<file path="src/rtl/adding_fetch_stage.sv">
// Fetch stage feeding the pipelined adding machine: walks a word index over a
// combinational ROM for a programmed run length and buffers words in a small FIFO.
module adding_fetch_stage #(
   parameter int ADDR_W = 30,
   parameter int DATA_W = 32,
   parameter int LEN_W  = 16,
   parameter int DEPTH  = 4
) (
   input  logic                     clk,
   input  logic                     reset,
   input  logic                     start,
   input  logic                     abort,
   input  logic [ADDR_W-1:0]        base,
   input  logic [LEN_W-1:0]         length,
   output logic [ADDR_W-1:0]        mem_addr,
   input  logic [DATA_W-1:0]        mem_data,
   output logic [DATA_W-1:0]        out_data,
   output logic                     out_valid,
   input  logic                     out_ready,
   output logic [$clog2(DEPTH):0]   fifo_count,
   output logic                     busy,
   output logic                     done
);

   localparam int PTR_W = $clog2(DEPTH);
   localparam int CNT_W = PTR_W + 1;

   typedef enum logic [1:0] {
      S_IDLE,
      S_FETCH,
      S_DRAIN,
      S_DONE
   } state_t;

   state_t              state_q, state_d;
   logic [ADDR_W-1:0]   index_q, index_d;
   logic [LEN_W-1:0]    remaining_q, remaining_d;
   logic [PTR_W-1:0]    wr_ptr_q, wr_ptr_d;
   logic [PTR_W-1:0]    rd_ptr_q, rd_ptr_d;
   logic [CNT_W-1:0]    count_q, count_d;
   logic [DATA_W-1:0]   last_q, last_d;
   logic [DATA_W-1:0]   storage_q [DEPTH];
   logic                push;
   logic                pop;

   always_comb begin
      // NOTE: every combinational output gets a default first so no path leaves it unassigned (no latches).
      state_d     = state_q;
      index_d     = index_q;
      remaining_d = remaining_q;
      wr_ptr_d    = wr_ptr_q;
      rd_ptr_d    = rd_ptr_q;
      count_d     = count_q;
      last_d      = last_q;

      // Push eligibility uses the pre-pop count: a full FIFO never takes a word,
      // even when the head is leaving in the same cycle.
      push = (state_q == S_FETCH) && (count_q != CNT_W'(DEPTH));
      pop  = (count_q != '0) && out_ready;

      if (push) begin
         wr_ptr_d    = wr_ptr_q + PTR_W'(1);
         index_d     = index_q + ADDR_W'(1);
         remaining_d = remaining_q - LEN_W'(1);
      end
      if (pop) begin
         rd_ptr_d = rd_ptr_q + PTR_W'(1);
         last_d   = storage_q[rd_ptr_q];
      end

      case ({push, pop})
         2'b10:   count_d = count_q + CNT_W'(1);
         2'b01:   count_d = count_q - CNT_W'(1);
         default: count_d = count_q;
      endcase

      case (state_q)
         S_IDLE: begin
            if (start) begin
               index_d     = base;
               remaining_d = length;
               state_d     = (length == '0) ? S_DONE : S_FETCH;
            end
         end
         S_FETCH: begin
            if (push && (remaining_q == LEN_W'(1))) begin
               state_d = S_DRAIN;
            end
         end
         S_DRAIN: begin
            if (count_d == '0) begin
               state_d = S_DONE;
            end
         end
         S_DONE: begin
            state_d = S_IDLE;
         end
         default: begin
            state_d = S_IDLE;
         end
      endcase

      // Abort cancels the whole cycle's work but keeps the index where it stopped.
      if (abort) begin
         push        = 1'b0;
         state_d     = S_IDLE;
         index_d     = index_q;
         remaining_d = remaining_q;
         wr_ptr_d    = '0;
         rd_ptr_d    = '0;
         count_d     = '0;
      end
   end

   // NOTE: sequential state uses non-blocking assignments so every flop samples pre-edge values.
   always_ff @(posedge clk) begin
      if (reset) begin
         state_q     <= S_IDLE;
         index_q     <= '0;
         remaining_q <= '0;
         wr_ptr_q    <= '0;
         rd_ptr_q    <= '0;
         count_q     <= '0;
         last_q      <= '0;
      end else begin
         state_q     <= state_d;
         index_q     <= index_d;
         remaining_q <= remaining_d;
         wr_ptr_q    <= wr_ptr_d;
         rd_ptr_q    <= rd_ptr_d;
         count_q     <= count_d;
         last_q      <= last_d;
      end
   end

   // NOTE: the storage array has no reset; an entry is only read once the count says it was written.
   always_ff @(posedge clk) begin
      if (push) begin
         storage_q[wr_ptr_q] <= mem_data;
      end
   end

   assign mem_addr   = index_q;
   assign out_valid  = (count_q != '0);
   assign out_data   = out_valid ? storage_q[rd_ptr_q] : last_q;
   assign fifo_count = count_q;
   assign busy       = (state_q == S_FETCH) || (state_q == S_DRAIN);
   assign done       = (state_q == S_DONE);

endmodule

</file>
<file path="config.mk">
export PLATFORM = sky130hd
export DESIGN_NAME = adding_fetch_stage
export DESIGN_NICKNAME = d
export VERILOG_FILES = /design/src/rtl/adding_fetch_stage.sv
export SDC_FILE = /design/constraint.sdc
export NUM_CORES = 1
export LEC_CHECK = 0
export ABC_AREA = 0
export CAP_MARGIN = 5
export CORE_MARGIN = 2
export CORE_UTILIZATION = 30
export CTS_CLUSTER_DIAMETER = 120
export CTS_CLUSTER_SIZE = 24
export DETAILED_ROUTE_END_ITERATION = 10
export GPL_ROUTABILITY_DRIVEN = 0
export PLACE_DENSITY_LB_ADDON = 0.12
export SYNTH_ARGS = -nofsm -noshare
export SYNTH_HDL_FRONTEND = slang
export SYNTH_SLANG_ARGS = --single-unit
</file>
<file path="constraint.sdc">
create_clock -name clk -period 6.6 [get_ports clk]
set_input_delay 1.98 -clock clk [delete_from_list [all_inputs] [get_ports clk]]
set_output_delay 1.98 -clock clk [all_outputs]
set_load 0.01 [all_outputs]
</file>
==> flow_metrics.py, run 1 <==
metrics = {
    "status": {
        "status": "complete, no violations",
    },
    "global_routing": {
        "grt_pass1_wl_um": 41310,
        "antenna_found_initial": 1,
        "grt_overflow": 0,
        "grtUsageTotal_pct": 15.59,
        "grt_pass1_vias": 6936,
        "grt_max_degree": 59,
    },
    "clock_network": {
        "cts.clk_slew.worst_paths_ps": 90,
        "cts.hold.buffers_added": 0,
        "clock_latency_ps": 480,
        "cts.sink_count": 217,
        "cts_tree": "yes",
        "cts-root-buf": "clkbuf_16",
        "cts_resized": 0,
        "cts-htree-levels": 1,
        "clk_path_buf_depth": 3,
        "post-cts-setup-buffer-count": 0,
        "numCtsBuffers": 13,
    },
    "timing": {
        "relSlewSlack_pct": 33.82,
        "timing.final.hold_violations": 0,
        "fmax_ghz": 0.1968,
        "setup_viol_count_final": 0,
        "period_share_pct": 76.98,
        "fin_setup_tns_ps": 0,
        "finalMaxSlewViolations": 0,
        "rsz0062_at_grt": "false",
        "worst_pin_slew_ps": 990.3,
        "finalCriticalPeriod_ps": 5081,
        "finClkSkew_ps": 18.29,
    },
    "yosys": {
        "synth_most_common_cell": "edfxtp_1",
        "synth_common_cells": "edfxtp_1, nand2_1, dfxtp_1, a21oi_1, nor2_1",
        "synth_fp_nets": 909,
        "synthMuxAreaShare_pct": 11.26,
        "synth_compound_area_share_pct": 12.64,
        "synthCells": 812,
        "netlist_area_um2": 9688,
        "yosysSeqAreaShare_pct": 58.07,
        "synth_cell_types": 62,
        "synth_flop_cell": "edfxtp_1",
        "yosys_warnings": 0,
        "async_reset_ff_share_pct": 0,
        "synth_top_family_by_area": "compound AO/OA/AOI/OAI gates",
        "syn_avg_cell_area_um2": 11.93,
        "synth-simple-area-share_pct": 12.44,
        "synth_top_area_share_pct": 39.67,
        "ys_ff_latch": 217,
        "synthXorXnorAreaFrac_pct": 0.7232,
        "synth_top_area_cell": "edfxtp_1",
        "synth_enable_flop_cells": 128,
        "synth_area_leaders": "edfxtp_1, dfxtp_1, mux4_2, a21oi_1, mux2_2",
        "synthAdderAreaFrac_pct": 1.886,
    },
    "job": {
        "maxCapViolations": 0,
    },
    "pwr": {
        "power_frac_clock_pct": 31.5,
        "p_int_w": 0.002031,
        "finalPower_w": 0.002715,
        "p_switching_w": 0.0006837,
        "seq_power_share_pct": 55.2,
        "power.leakage_nw": 3.824,
        "powerDensity_nw_per_um2": 226.1,
        "irDropWorstVdd_uv": 184.7,
        "switching_share_pct": 25.18,
        "power_frac_comb_pct": 13.2,
    },
    "placed_design": {
        "dpl.hpwl_um": 16560,
        "dp.cells": 1322,
        "io_buffer_count": 150,
    },
    "floorplan": {
        "dieArea_um2": 33750,
        "core_um2": 31720,
        "io_pins": 151,
        "die_h_um": 183.7,
        "die_w_um": 183.7,
        "rows": 65,
        "start_util_pct": 30.54,
    },
    "cells_and_area": {
        "antenna_cells": 0,
        "stdcell_count": 1344,
        "areaGrowthSynthToFinish_pct": 23.94,
        "final_util_pct": 37.86,
        "fin_nets": 1032,
        "drive_gt1_share_pct": 13.38,
    },
    "routing": {
        "ant_nets": 0,
        "vias": 6898,
        "wire_per_inst_um": 19.65,
        "wl_um": 26410,
        "drt_pass1_iterations": 5,
        "viasPerCell": 5.132,
        "drt_iter0_drc": 403,
        "drc": 0,
    },
    "worst_setup_path": {
        "rr_startpoint": "fifo_count[0]$_SDFF_PP0_",
        "end_kind": "primary output",
        "critical_path_arrival_ps": 3100,
        "rr_endpoint": "state_q[0]$_SDFFE_PP0P_",
        "worst-path-max-fanout": 23,
        "rrSetupSlack_ps": 2980,
        "critPathTopFamily": "flip-flops",
        "path_cells": "buf_4 > mux4_2 > mux2_2 > clkdlybuf4s50_1",
        "slowest_stage": "dfxtp_2",
        "path_depth": 4,
        "critPathRequiredTime_ps": 4620,
        "crit_end": "out_data[0]",
        "cp_slowest_stage_delay_ps": 930,
        "worstSetupStartpointType": "register",
        "path_buf_inv": 2,
        "critical_path_class": "register to primary output",
        "rr_worst_depth": 12,
    },
    "hold_path": {
        "min-delay-start": "last_q[11]$_SDFFE_PP0N_",
        "hp-class": "register to register",
    },
}
==> power groups by stage <==
stage | clock [W] | sequential (W) | combinational [W]
2_1_floorplan | 0 | 0.00153 | 0.000190
3_3_place_gp | 0 | 0.00153 | 0.000361
3_5_place_dp | 0 | 0.00153 | 0.000363
4_1_cts | 0.000896 | 0.00150 | 0.000365
5_1_grt | 0.000939 | 0.00151 | 0.000395
6_report | 0.000856 | 0.00150 | 0.000359
==> metrics by stage <==
stage | cell area (um2) | worst slack [ps] | hold WS (ps)
finish | 12010 | 1519 | 457.7
global placement | 11620 | 1929 | 438.9
global route | 12010 | 1229 | 484.1
CTS | 12010 | 1387 | 460.7
floorplan | 9688 | 1103 | 433.8
detailed placement | 11620 | 1933 | 447.1
==> cells in the final DEF (no fill, tap or decap), types with 5 or more instances in the layout <==
cell	n
clkdlybuf4s50_1	148
edfxtp_1	128
nand2_1	95
dfxtp_1	87
a21oi_1	79
nor2_1	49
mux4_2	32
mux2_2	32
nand3_1	20
nor3_1	19
inv_1	18
o21ai_0	16
buf_4	14
nand4_1	13
ha_1	13
clkbuf_16	13
o221a_2	11
a31oi_1	10
and3_1	10
nor4_1	8
a22oi_1	7
a21o_1	7
o32ai_1	7
a41oi_1	6
nor3b_2	5
a221oi_1	5
o22ai_1	5
clkbuf_1	5
==> logic make-up after synthesis <==
group | count (synthesis)
flops | 217
fa+ha+maj | 14
mux | 65
simple gates | 248
compound gates | 184
xor+xnor | 8
buf+inv | 76
==> state kept, by name, summed over array words and instances (netlist names), named ones only <==
signal / count
wr_ptr_q: 2
rd_ptr_q: 2
storage_q: 128
last_q: 32
remaining_q: 16
mem_addr: 30
state_q: 2
fifo_count: 3
==> worst min path at each step <==
stage          depth (start not counted)  slack [ps]                      end
2_1_floorplan                          2         430   last_q[0]$_SDFFE_PP0N_
3_3_place_gp                           2         440  last_q[17]$_SDFFE_PP0N_
3_5_place_dp                           2         450  last_q[18]$_SDFFE_PP0N_
4_1_cts                                2         460   last_q[1]$_SDFFE_PP0N_
5_1_grt                                2         480  last_q[28]$_SDFFE_PP0N_
6_report                               2         460  last_q[11]$_SDFFE_PP0N_
==> final cells by class <==
type,instances,area [um2]
Clock buffer,19,357.8
Clock inverter,3,33.78
Timing Repair Buffer,164,1597
Fill cell,3102,19710
Tap cell,402,503.0
Sequential cell,217,5628
Inverter,20,75.07
Multi-Input combinational cell,519,3814
==> layer usage <==
layer  vias to the layer above  global-route usage (%)  routed length, um
li1                       3324                       -                  -
met1                      3384                   21.60              12250
met2                       163                   25.68              12390
met3                        25                   2.813               1374
met4                         2                   3.008                388
met5                         -                       0                 16
==> worst reg2reg max path, stage by stage (launching register included) <==
cell	delay, ps
dfxtp_1	400
or3_2	900
nand2_1	220
buf_4	400
clkinv_1	170
ha_1	230
inv_1	80
fa_1	180
xor2_1	240
xnor2_1	90
o221ai_1	210
nand2_1	120
a221oi_1	280
(Power assumes the default switching activity.)
==> run 2: changes to the inputs <==
- clock period: 6.6 -> 5.3 ns (I/O delays scaled with it)
==> flow_metrics.py, run 2 (synthesis gave the netlist of run 1 again) <==
metrics = {
    "cells_and_area": {
        "final_cell_mix": "clkdlybuf4s50_1, edfxtp_1, nand2_1",
        "multi_input_area_um2": 3814,
        "drive_gt1_share_pct": 13.59,
        "stdcell_count": 1345,
        "num-fill-cells": 3097,
        "areaGrowthSynthToFinish_pct": 24.31,
        "max_flop_register": "storage_q",
        "fin_nets": 1034,
        "largest_reg_flops": 128,
        "regArea_um2": 5628,
        "final_common_cell": "clkdlybuf4s50_1",
    },
    "worst_setup_path": {
        "end_kind": "primary output",
        "critical_path_arrival_ps": 2760,
        "critical_path_class": "register to primary output",
        "cp_slowest_stage_delay_ps": 660,
        "slowest_stage": "dfxtp_2",
        "worstSetupStartpointType": "register",
        "path_cells": "buf_12 > mux4_2 > mux2_2 > clkdlybuf4s50_1",
        "critPathRequiredTime_ps": 3710,
        "worst-path-max-fanout": 21,
        "rrSetupSlack_ps": 1980,
    },
    "global_routing": {
        "grt_pass1_vias": 6920,
        "grtUsageTotal_pct": 15.47,
        "grt_overflow": 0,
        "antenna_found_initial": 1,
        "grt_max_degree": 64,
        "grt_pass1_wl_um": 41040,
    },
    "hold_path": {
        "hp-class": "register to register",
    },
    "floorplan": {
        "die_h_um": 183.7,
        "rows": 65,
        "die_w_um": 183.7,
        "core_um2": 31720,
        "dieArea_um2": 33750,
        "io_pins": 151,
        "start_util_pct": 30.54,
    },
    "routing": {
        "routed-wl-met2_um": 12310,
        "top_layer": "met4",
        "wl_met3_um": 1076,
        "drt_pass1_iterations": 7,
        "viasPerCell": 5.143,
        "drc": 0,
        "drt_iter0_drc": 438,
        "wl_met1_um": 12220,
        "wire_per_inst_um": 19.29,
        "wl_um": 25940,
        "ant_nets": 0,
        "vias": 6918,
    },
    "pwr": {
        "power.leakage_nw": 3.834,
        "irDropWorstVdd_uv": 217.3,
        "powerDensity_nw_per_um2": 282.3,
    },
    "placed_design": {
        "dpl.hpwl_um": 16280,
        "dp.cells": 1324,
        "io_buffer_count": 150,
    },
    "timing": {
        "period_share_pct": 82.07,
        "finClkSkew_ps": 23.15,
        "worst_pin_slew_ps": 988.1,
        "finalCriticalPeriod_ps": 4350,
        "rsz0062_at_grt": "false",
        "fmax_ghz": 0.2299,
        "setup_viol_count_final": 0,
        "timing.final.hold_violations": 0,
        "relSlewSlack_pct": 34.13,
        "fin_setup_tns_ps": 0,
        "finalMaxSlewViolations": 0,
    },
    "job": {
        "maxCapViolations": 0,
    },
    "clock_network": {
        "cts-root-buf": "clkbuf_16",
        "cts.clk_slew.worst_paths_ps": 100,
        "post-cts-setup-buffer-count": 0,
        "cts_tree": "yes",
        "cts-htree-levels": 1,
        "cts_resized": 0,
        "clock_latency_ps": 480,
        "cts.hold.buffers_added": 0,
        "clk_path_buf_depth": 3,
        "cts.sink_count": 217,
        "numCtsBuffers": 13,
    },
    "status": {
        "status": "complete, no violations",
    },
}
[run 2: cell count changes in the layout (fill, tap and decap cells not counted), sizes merged]
| cell | change |
|---|---|
| clkbuf | -3 |
| buf | +2 |
| bufinv | +1 |
| clkinv | -1 |
| clkinvlp | +1 |
| diode | +1 |
[run 2: worst max-delay path: cells and delay by family, from the launching register on]
family	cells	cell delay, ps
mux	2	820
buf+inv	2	790
flops	1	660
[run 2: cell type report]
| type | count | share of cell area (%) |
|---|---|---|
| Sequential cell | 217 | 46.73 |
| Clock buffer | 16 | 2.795 |
| Tap cell | 402 | 4.177 |
| Inverter | 20 | 0.6234 |
| Antenna cell | 1 | 0.02078 |
| Timing Repair Buffer | 166 | 13.49 |
| Clock inverter | 4 | 0.4987 |
| Multi-Input combinational cell | 519 | 31.67 |
[run 2: through the flow]
stage / worst slack (ps) / util [%] / hold slack, ps / cell area (um2) / total power (W)
detailed placement: 1379 / 36.71 / 447.4 / 11640 / 0.002358
CTS: 882.0 / 37.96 / 461.0 / 12040 / 0.003449
global route: 777.2 / 37.97 / 476.5 / 12040 / 0.003559
floorplan: 192.5 / - / 433.8 / 9688 / 0.002139
global placement: 1398 / 36.71 / 438.7 / 11640 / 0.002358
finish: 950.4 / 37.97 / 457.5 / 12040 / 0.003399
[run 2: per-layer routing]
metal / track usage [%] / vias to the layer above
li1: - / 3330
met1: 21.42 / 3435
met2: 25.80 / 132
met3: 2.575 / 21
met4: 2.752 / 0
met5: 0 / -
[run 2: report_power, final]
part | switching (W) | internal (W) | total (W)
clock | 0.000570 | 0.000515 | 0.00108
combinational | 0.000231 | 0.000216 | 0.000447
sequential | 0.0000413 | 0.00183 | 0.00187
[run 2: path summary, 6_finish.rpt]
| path | to | cells after the start | start |
|---|---|---|---|
| setup / recovery | out_data[29] | 4 | register |
| hold / removal | last_q[18]$_SDFFE_PP0N_ | 2 | last_q[18]$_SDFFE_PP0N_ |
| setup reg to reg | state_q[0]$_SDFFE_PP0P_ | 11 | fifo_count[0]$_SDFF_PP0_ |
| hold reg to reg | last_q[18]$_SDFFE_PP0N_ | 2 | last_q[18]$_SDFFE_PP0N_ |
